$ cat src/rtl/clock_pkg.sv
// Shared encodings and limits for the digital clock controller and its counters.
package clock_pkg;

    typedef enum logic [1:0] {
        ST_RUN       = 2'd0,
        ST_SET_TIME  = 2'd1,
        ST_SET_ALARM = 2'd2
    } state_t;

    localparam logic [2:0] F_NONE = 3'b000;
    localparam logic [2:0] F_HOUR = 3'b001;
    localparam logic [2:0] F_MIN  = 3'b010;
    localparam logic [2:0] F_SEC  = 3'b100;

    localparam int HOURS = 24;
    localparam int MINS  = 60;
    localparam int SECS  = 60;

endpackage

$ cat src/rtl/mod_counter.sv
// Modulo-MOD up counter with load and a combinational carry that flags the wrap.
module mod_counter #(
    parameter int MOD     = 60,
    parameter int W       = $clog2(MOD),
    parameter int RST_VAL = 0
) (
    input  logic         clk,
    input  logic         rst_n,
    input  logic         i_inc,
    input  logic         i_load,
    input  logic [W-1:0] i_load_val,
    output logic [W-1:0] o_cnt,
    output logic         o_carry
);

    localparam logic [W-1:0] MAX_VAL = W'(MOD - 1);

    logic [W-1:0] r_cnt;

    // Carry is combinational so cascaded counters advance in the same cycle.
    assign o_carry = i_inc & (r_cnt == MAX_VAL);
    assign o_cnt   = r_cnt;

    always_ff @(posedge clk or negedge rst_n) begin
        if (!rst_n) begin
            r_cnt <= W'(RST_VAL);
        end else if (i_load) begin
            r_cnt <= i_load_val;
        end else if (i_inc) begin
            r_cnt <= (r_cnt == MAX_VAL) ? '0 : r_cnt + W'(1);
        end
    end

endmodule

$ cat src/rtl/clock_set_ctrl.sv
// Digital clock controller: key-driven mode FSM, timekeeping, alarm setting and alarm ring.
module clock_set_ctrl
    import clock_pkg::*;
#(
    parameter int RING_SECS    = 30,
    parameter int ALM_RST_HOUR = 7,
    parameter int ALM_RST_MIN  = 0
) (
    input  logic       clk,
    input  logic       rst_n,
    input  logic [2:0] key_pulse,
    input  logic       tick_1hz,
    output logic [4:0] hour,
    output logic [5:0] min,
    output logic [5:0] sec,
    output logic [4:0] alm_hour,
    output logic [5:0] alm_min,
    output logic       alarm_en,
    output logic [1:0] state,
    output logic [2:0] field_sel,
    output logic       blink,
    output logic       alarm_ring
);

    localparam int RW = $clog2(RING_SECS + 1);

    state_t        r_state;
    logic [2:0]    r_field_sel;
    logic          r_alarm_en;
    logic          r_blink;
    logic          r_alarm_ring;
    logic [RW-1:0] r_ring_cnt;

    logic [4:0] w_hour, w_alm_hour;
    logic [5:0] w_min, w_sec, w_alm_min;
    logic       w_sec_carry, w_min_carry, w_hour_carry, w_amin_carry, w_ahour_carry;
    logic       w_unused_carry;

    // A key pressed while ringing only silences the alarm.
    logic w_cancel, w_mode, w_turn, w_change;
    assign w_cancel = r_alarm_ring & (|key_pulse);
    assign w_mode   = ~r_alarm_ring & key_pulse[0];
    assign w_turn   = ~r_alarm_ring & key_pulse[1] & ~key_pulse[0];
    assign w_change = ~r_alarm_ring & key_pulse[2] & ~key_pulse[1] & ~key_pulse[0];

    logic w_in_run, w_in_set_time, w_in_set_alarm, w_tick_time;
    assign w_in_run       = (r_state == ST_RUN);
    assign w_in_set_time  = (r_state == ST_SET_TIME);
    assign w_in_set_alarm = (r_state == ST_SET_ALARM);
    assign w_tick_time    = tick_1hz & ~w_in_set_time;

    // Edits in SET_TIME never carry; only tick-driven wraps ripple upward.
    logic w_sec_inc, w_min_inc, w_hour_inc, w_amin_inc, w_ahour_inc;
    assign w_sec_inc   = w_tick_time
                       | (w_change & w_in_set_time & (r_field_sel == F_SEC));
    assign w_min_inc   = (w_sec_carry & w_tick_time)
                       | (w_change & w_in_set_time & (r_field_sel == F_MIN));
    assign w_hour_inc  = (w_min_carry & w_tick_time)
                       | (w_change & w_in_set_time & (r_field_sel == F_HOUR));
    assign w_amin_inc  = w_change & w_in_set_alarm & (r_field_sel == F_MIN);
    assign w_ahour_inc = w_change & w_in_set_alarm & (r_field_sel == F_HOUR);

    assign w_unused_carry = w_hour_carry ^ w_amin_carry ^ w_ahour_carry;

    mod_counter #(.MOD(SECS), .W(6), .RST_VAL(0)) u_sec (
        .clk(clk), .rst_n(rst_n), .i_inc(w_sec_inc), .i_load(1'b0), .i_load_val(6'd0),
        .o_cnt(w_sec), .o_carry(w_sec_carry)
    );
    mod_counter #(.MOD(MINS), .W(6), .RST_VAL(0)) u_min (
        .clk(clk), .rst_n(rst_n), .i_inc(w_min_inc), .i_load(1'b0), .i_load_val(6'd0),
        .o_cnt(w_min), .o_carry(w_min_carry)
    );
    mod_counter #(.MOD(HOURS), .W(5), .RST_VAL(0)) u_hour (
        .clk(clk), .rst_n(rst_n), .i_inc(w_hour_inc), .i_load(1'b0), .i_load_val(5'd0),
        .o_cnt(w_hour), .o_carry(w_hour_carry)
    );
    mod_counter #(.MOD(MINS), .W(6), .RST_VAL(ALM_RST_MIN)) u_alm_min (
        .clk(clk), .rst_n(rst_n), .i_inc(w_amin_inc), .i_load(1'b0), .i_load_val(6'd0),
        .o_cnt(w_alm_min), .o_carry(w_amin_carry)
    );
    mod_counter #(.MOD(HOURS), .W(5), .RST_VAL(ALM_RST_HOUR)) u_alm_hour (
        .clk(clk), .rst_n(rst_n), .i_inc(w_ahour_inc), .i_load(1'b0), .i_load_val(5'd0),
        .o_cnt(w_alm_hour), .o_carry(w_ahour_carry)
    );

    // The alarm fires as the time registers roll into hh:mm:00, so look one second ahead.
    logic [5:0] w_nxt_min;
    logic [4:0] w_nxt_hour;
    logic       w_trigger;
    assign w_nxt_min  = (w_min == 6'(MINS - 1)) ? 6'd0 : w_min + 6'd1;
    assign w_nxt_hour = (w_min != 6'(MINS - 1))  ? w_hour :
                        (w_hour == 5'(HOURS - 1)) ? 5'd0 : w_hour + 5'd1;
    assign w_trigger  = w_tick_time & r_alarm_en & (w_sec == 6'(SECS - 1))
                      & (w_nxt_min == w_alm_min) & (w_nxt_hour == w_alm_hour);

    always_ff @(posedge clk or negedge rst_n) begin
        if (!rst_n) begin
            r_state     <= ST_RUN;
            r_field_sel <= F_NONE;
        end else if (w_mode) begin
            case (r_state)
                ST_RUN:      begin r_state <= ST_SET_TIME;  r_field_sel <= F_HOUR; end
                ST_SET_TIME: begin r_state <= ST_SET_ALARM; r_field_sel <= F_HOUR; end
                default:     begin r_state <= ST_RUN;       r_field_sel <= F_NONE; end
            endcase
        end else if (w_turn) begin
            if (w_in_set_time) begin
                r_field_sel <= {r_field_sel[1:0], r_field_sel[2]};
            end else if (w_in_set_alarm) begin
                r_field_sel <= (r_field_sel == F_HOUR) ? F_MIN : F_HOUR;
            end
        end
    end

    always_ff @(posedge clk or negedge rst_n) begin
        if (!rst_n) begin
            r_alarm_en <= 1'b0;
            r_blink    <= 1'b0;
        end else begin
            if (w_change & w_in_run) r_alarm_en <= ~r_alarm_en;
            if (tick_1hz)            r_blink    <= ~r_blink;
        end
    end

    // A fresh trigger always reloads the ring, even while already ringing.
    always_ff @(posedge clk or negedge rst_n) begin
        if (!rst_n) begin
            r_alarm_ring <= 1'b0;
            r_ring_cnt   <= '0;
        end else if (w_trigger) begin
            r_alarm_ring <= 1'b1;
            r_ring_cnt   <= RW'(RING_SECS);
        end else if (w_cancel) begin
            r_alarm_ring <= 1'b0;
            r_ring_cnt   <= '0;
        end else if (r_alarm_ring & tick_1hz) begin
            r_ring_cnt <= r_ring_cnt - RW'(1);
            if (r_ring_cnt == RW'(1)) r_alarm_ring <= 1'b0;
        end
    end

    assign hour       = w_hour;
    assign min        = w_min;
    assign sec        = w_sec;
    assign alm_hour   = w_alm_hour;
    assign alm_min    = w_alm_min;
    assign alarm_en   = r_alarm_en;
    assign state      = r_state;
    assign field_sel  = r_field_sel;
    assign blink      = r_blink;
    assign alarm_ring = r_alarm_ring;

endmodule
$ cat config.mk
export PLATFORM = sky130hd
export DESIGN_NAME = clock_set_ctrl
export DESIGN_NICKNAME = d
export VERILOG_FILES = /design/src/rtl/clock_pkg.sv /design/src/rtl/mod_counter.sv /design/src/rtl/clock_set_ctrl.sv
export SDC_FILE = /design/constraint.sdc
export NUM_CORES = 1
export LEC_CHECK = 0
export BUFFER_PORTS_ARGS = -buffer_cell sky130_fd_sc_hd__buf_2
export CORE_MARGIN = 4
export CORE_UTILIZATION = 45
export CTS_CLUSTER_SIZE = 30
export DETAILED_ROUTE_END_ITERATION = 16
export PLACE_DENSITY = 0.66
export RECOVER_POWER = 25
export SETUP_SLACK_MARGIN = 0.15
export SYNTH_ARGS = -nofsm -noshare
export SYNTH_HDL_FRONTEND = slang
export SYNTH_SLANG_ARGS = --single-unit
$ cat constraint.sdc
create_clock -name clk -period 5 [get_ports clk]
set_input_delay 0.5 -clock clk [delete_from_list [all_inputs] [get_ports clk]]
set_output_delay 0.5 -clock clk [all_outputs]
set_load 0.01 [all_outputs]
; ---- Word-level counts from Yosys, hierarchy flattened
; Index checks and enable logic that the tools add are counted.
; W data, S select, Z words.
[word_totals]
regBits = 41
input_bits = 6
[classes]
add_sub_neg = 6
n_eq_ne = 14
muxes = 20
bitwise = 34
n_reduce_logical = 9
[op_table]
columns = operator, n
row1 = $mux W5, 6
row2 = $and A1 B1 Y1, 25
row3 = $add A6 B1 Y6 const B, 3
row4 = $eq A6 B6 Y1 const B, 3
row5 = $mux W6, 3
row6 = $mux W3, 4
row7 = $add A5 B1 Y5 const B, 2
row8 = $eq A5 B5 Y1 const B, 2
row9 = $reduce_bool A3 Y1, 3
row10 = $eq A6 B6 Y1, 1
row11 = $ne A6 B6 Y1 const B, 1
row12 = $not A1 Y1, 6
row13 = $eq A5 B1 Y1 const B, 1
row14 = $eq A5 B5 Y1, 1
row15 = $mux W1, 5
row16 = $sub A5 B1 Y5 const B, 1
row17 = $pmux W2 S2, 1
row18 = $reduce_and A2 Y1, 2
row19 = $eq A3 B1 Y1 const B, 1
row20 = $eq A3 B2 Y1 const B, 1
row21 = $eq A3 B3 Y1 const B, 1
row22 = $or A1 B1 Y1, 3
row23 = $reduce_or A3 Y1, 1
row24 = $eq A2 B1 Y1 const B, 1
row25 = other kinds (5), 5

; ---- Logic depth before layout (Yosys ltp)
[depth]
ltp_word = 13
ltp_mapped = 10
ltp_nobuf = 8

; ---- Hierarchy
; From an unflattened synthesis, not the netlist that was laid out.
[unflattened]
cells_unflattened = 349
area_unflattened_um2 = 3001.6
[by_module_without_submodules]
columns = module, n_inst, cells_per_inst, area_per_inst_um2
row1 = clock_set_ctrl, 1, 160, 1256.2
row2 = mod_counter at u_alm_min ..., 3, 43, 390.4
row3 = mod_counter at u_alm_hour, 1, 30, 289.0
row4 = mod_counter at u_hour, 1, 30, 285.3

; ---- Least setup slack after synthesis
; No wires, ideal clock.
[synth_timing]
kind = reg-to-reg
startpoint = register u_min.r_cnt[0] (netlist: u_min.o_cnt[0])
endpoint = register r_ring_cnt[4]
t_arrival_ns = 2.139
setup_slack_ns = 2.734
stages_incl_launch_ff = 10
period_less_slack_ns = 2.266
cell_sequence = dfrtp_1 > ha_1 > buf_4 > and3_4 > nand3b_1 > buf_2 > nor2_1 > o311ai_0 > a2111oi_4 > a221o_1
[synth_via]
elab_chain_len = 6
[synth_rtl]
columns = element, line
row1 = "start, declared", mod_counter.sv:18  ; logic [W-1:0] r_cnt;
row2 = "start signal, assigned", mod_counter.sv:26  ; r_cnt <= W'(RST_VAL);
row3 = "start signal, assigned", mod_counter.sv:28  ; r_cnt <= i_load_val;
row4 = "start signal, assigned", mod_counter.sv:30  ; r_cnt <= (r_cnt == MAX_VAL) ? '0 : r_cnt + W'(1);
row5 = $add A6 B1 Y6 or $eq A6 B6 Y1 (tied branches), clock_set_ctrl.sv:90  ; assign w_nxt_min = (w_min == 6'(MINS - 1)) ? 6'd0 : w_min + 6'd1;
row6 = $mux W6, clock_set_ctrl.sv:90
row7 = $eq A6 B6 Y1, clock_set_ctrl.sv:94  ; & (w_nxt_min == w_alm_min) & (w_nxt_hour == w_alm_hour);
row8 = $and A1 B1 Y1, clock_set_ctrl.sv:94
row9 = $and A1 B1 Y1 (*), clock_set_ctrl.sv:94
row10 = $reduce_bool A3 Y1 (no line) or $mux W5 (tied branches), -
row11 = "end signal, assigned", clock_set_ctrl.sv:132  ; r_ring_cnt <= RW'(RING_SECS);
row12 = "end signal, assigned", clock_set_ctrl.sv:137  ; r_ring_cnt <= r_ring_cnt - RW'(1);
row13 = "end, declared", clock_set_ctrl.sv:32  ; logic [RW-1:0] r_ring_cnt;
; Every way passes the cells marked *; elsewhere a longest branch is shown, timed or not.
; A chain may end at the register's enable or synchronous reset.

; ---- Worst setup path in the final report
[layout_timing]
startpoint = register u_sec.r_cnt[0] (netlist: u_sec.o_cnt[0])
endpoint = register u_min.r_cnt[3] (netlist: u_min.o_cnt[3])
[layout_via]
elab_chain_len = 4
[layout_rtl]
columns = element, line
row1 = "start, declared", mod_counter.sv:18
row2 = "start signal, assigned", mod_counter.sv:26
row3 = "start signal, assigned", mod_counter.sv:28
row4 = "start signal, assigned", mod_counter.sv:30
row5 = $eq A6 B6 Y1, mod_counter.sv:21  ; assign o_carry = i_inc & (r_cnt == MAX_VAL);
row6 = $and A1 B1 Y1, mod_counter.sv:21
row7 = $and A1 B1 Y1, clock_set_ctrl.sv:56  ; assign w_min_inc = (w_sec_carry & w_tick_time)
row8 = $or A1 B1 Y1, clock_set_ctrl.sv:57  ; | (w_change & w_in_set_time & (r_field_sel == F_MIN));
; Every way passes these cells.

==> impl_metrics.sql <==
INSERT INTO impl_metrics (metric_group, metric, value, unit) VALUES
('grt', 'initial_antenna_violation_count', '0', ''),
('power', 'total_leakage_power', '0.00130', 'uW'),
('clock_network', 'number_of_hold_buffers_added_after_cts', '0', ''),
('place', 'dp_hpwl', '3840', 'um'),
('clock_network', 'clock_tree.root_cell', 'sky130_fd_sc_hd__clkbuf_8', ''),
('synthesis', 'yosysSeqAreaShare', '40.6', '%'),
('route', 'wl_met3', '184', 'um'),
('clock_network', 'clock_latency', '0.30', 'ns'),
('timing', 'finalClockSkew', '0.00921', 'ns'),
('grt', 'grt_pass1_wl', '9210', 'um'),
('route', 'vias_per_cell', '5.49', ''),
('critical_path', 'timing.critical_path.slowest_cell_delay', '0.88', 'ns'),
('die', 'die_height', '83.1', 'um'),
('finish', 'fillCellCount', '536', ''),
('place', 'buffer_ports.inserted', '41', ''),
('synthesis', 'yosys_warnings', '0', ''),
('synthesis', 'yosys-top-cells-area', 'sky130_fd_sc_hd__dfrtp_1 (37%), sky130_fd_sc_hd__o21ai_0 (4.7%), sky130_fd_sc_hd__nand2_1 (3.8%)', ''),
('clock_network', 'clkTransAtPathRegs', '0.08', 'ns'),
('power', 'peakVddDrop', '0.244', 'mV'),
('critical_path', 'endpoint_kind', 'register', ''),
('timing', 'worst-slew-pin-transition', '2.19', 'ns'),
('run_status', 'violated_checks', 'capacitance limit, slew limit', ''),
('place', 'gp_congestion', '0.887', ''),
('route', 'routed_wire_length_per_instance', '13.7', 'um'),
('synthesis', 'mappedNetlistArea', '0.00254', 'mm2'),
('synthesis', 'synthDominantCellAreaShare', '37.5', '%'),
('timing', 'rsz0062_at_grt', 'no', ''),
('run_status', 'run_status', 'complete, but fails checks', ''),
('route', 'drtIter0Drc', '67', ''),
('synthesis', 'postSynth.topFlopCell', 'sky130_fd_sc_hd__dfrtp_1', ''),
('place', 'placed_area', '0.00276', 'mm2'),
('critical_path', 'timing_worst_setup_path_type', 'register to register', ''),
('route', 'highest_layer', 'met4', ''),
('grt', 'groute.usage.overall', '16.2', '%'),
('power', 'cell_pwr_density', '368', 'mW/mm2'),
('timing', 'setup-tns-final', '0', 'ns'),
('flow_run', 'drv.max_cap_violation_count', '1', ''),
('die', 'fp.dieW', '83.1', 'um'),
('route', 'final_antenna_net_count', '0', ''),
('critical_path', 'timing.critical_path.from_type', 'register', ''),
('die', 'fp.dieArea', '0.00691', 'mm2'),
('timing', 'final.min_clock_period', '2.69', 'ns'),
('die', 'core', '0.00547', 'mm2'),
('synthesis', 'syn-mean-instance-area', '9.27', 'um2'),
('synthesis', 'flip_flop_and_latch_count_after_synthesis', '41', ''),
('route', 'wirelength', '5220', 'um'),
('synthesis', 'count_of_unique_library_cells_instantiated_by_yosys', '54', ''),
('critical_path', 'arrival', '2.88', 'ns'),
('grt', 'grt_pass1_vias', '1914', ''),
('finish', 'layout.nets', '320', ''),
('route', 'drt_pass1_iterations', '4', ''),
('synthesis', 'synthDominantAreaCellType', 'sky130_fd_sc_hd__dfrtp_1', ''),
('route', 'post-route-drc-count', '0', ''),
('clock_network', 'cts-root-to-sink-buffers', '2', ''),
('synthesis', 'edff_count_synth', '0', ''),
('synthesis', 'yosys.cell_count.top_type', 'sky130_fd_sc_hd__dfrtp_1', ''),
('finish', 'postLayoutCellArea', '0.00284', 'mm2'),
('die', 'floorplan.initialDensity', '46.4', '%'),
('timing', 'setup_viol', '0', ''),
('clock_network', 'ctsResizeCount', '0', ''),
('synthesis', 'synth_async_sr_flop_share', '100', '%'),
('timing', 'max_clock_freq', '372', 'MHz'),
('timing', 'final_max_slew_viol_count', '42', ''),
('clock_network', 'clkSinkCount', '41', ''),
('route', 'wirelength_met1', '2570', 'um'),
('clock_network', 'cts-buffers-inserted', '5', ''),
('timing', 'timing.final.hold_violations', '0', ''),
('clock_network', 'cts_setup_buffers', '0', ''),
('timing', 'maxSlewHeadroom', '-45.9', '%'),
('route', 'detailroute.via_count', '2085', ''),
('grt', 'pin_count_of_the_biggest_net_entering_global_routing', '42', '');
## critical path, delay by kind of cell, from the launching register on
kind / cells / cell delay [ns]
adder cells (fa/ha/maj): 1 / 0.21
AND/OR/NAND/NOR: 3 / 0.64
AO/OA/AOI/OAI: 3 / 1.32
flip-flops: 1 / 0.41
## flip-flops by register name (all words and copies together), names as in the netlist
register          flops
u_hour.o_cnt          5
alarm_ring            1
u_sec.o_cnt           6
u_alm_hour.o_cnt      5
r_ring_cnt            5
u_min.o_cnt           6
alarm_en              1
u_alm_min.o_cnt       6
blink                 1
field_sel             3
state                 2
## cell families (layout without fill, tap and decap cells)
| kind of cell | after synthesis | count (layout) | share of synthesized area (%) |
|---|---|---|---|
| flip-flops | 41 | 41 | 40.6 |
| multiplexers | 11 | 11 | 4.58 |
| buffers and inverters | 22 | 56 | 3.99 |
| AND/OR/NAND/NOR | 112 | 112 | 24.2 |
| XOR/XNOR | 18 | 18 | 6.21 |
| adder cells (fa/ha/maj) | 7 | 7 | 3.45 |
| AO/OA/AOI/OAI | 63 | 63 | 17.0 |
## routing by layer
metal  vias to the layer above  track usage (%)
met4                         0             4.90
met3                         5             3.87
li1                       1055                -
met5                         -                0
met1                       987             22.3
met2                        38             25.1
## worst paths after layout
kind	from	to	slack [ns]	cells past startpoint
setup / recovery	u_sec.o_cnt[0]	u_min.o_cnt[3]	2.31	7
hold / removal	blink	blink	0.47	1
setup reg to reg	u_sec.o_cnt[0]	u_min.o_cnt[3]	2.31	7
hold reg to reg	blink	blink	0.47	1
max in group asynchronous	rst_n	u_alm_hour.o_cnt[3]	2.91	1
min in group asynchronous	rst_n	u_alm_min.o_cnt[5]	0.84	1
## final cells by class
type / instances / area [um2] / share of cell area (%)
clock buffer: 6 / 72.6 / 2.56
clock inverter: 2 / 10.0 / 0.352
inverter: 7 / 26.3 / 0.925
multi-input combinational: 211 / 1410 / 49.6
sequential: 41 / 1030 / 36.3
tap: 72 / 90.1 / 3.17
timing repair buffer: 41 / 204 / 7.18
## through the flow
| stage | worst slack (ns) | power (uW) | hold WS (ns) | utilization, % | instances |
|---|---|---|---|---|---|
| 5_1_grt | 1.95 | 1130 | 0.494 | 51.9 | 380 |
| 3_3_place_gp | 2.32 | 830 | 0.453 | 50.4 | 372 |
| 6_report | 2.31 | 1040 | 0.475 | 51.9 | 380 |
| 2_1_floorplan | 2.73 | 712 | 0.204 | - | 274 |
| 3_5_place_dp | 2.30 | 838 | 0.457 | 50.4 | 372 |
| 4_1_cts | 2.29 | 1060 | 0.372 | 51.9 | 380 |
## where the power goes
group          switching, uW  internal [uW]
Clock                    119           96.9
Sequential              97.4            402
Combinational            176            153
Total                    392            652
## cells in the final DEF (no fill, tap or decap), drive strengths merged, types with 6 or more instances in the layout
cell and n:
xnor2 10, nor3 6, dfrtp 38, buf 40, xor2 8, nand2b 10
clkbuf 7, o21ai 25, ha 7, nand2 26, mux2i 6, nor2 23
a21oi 6, inv 7, nand3 11, nand4 6
(Power assumes the default switching activity.)
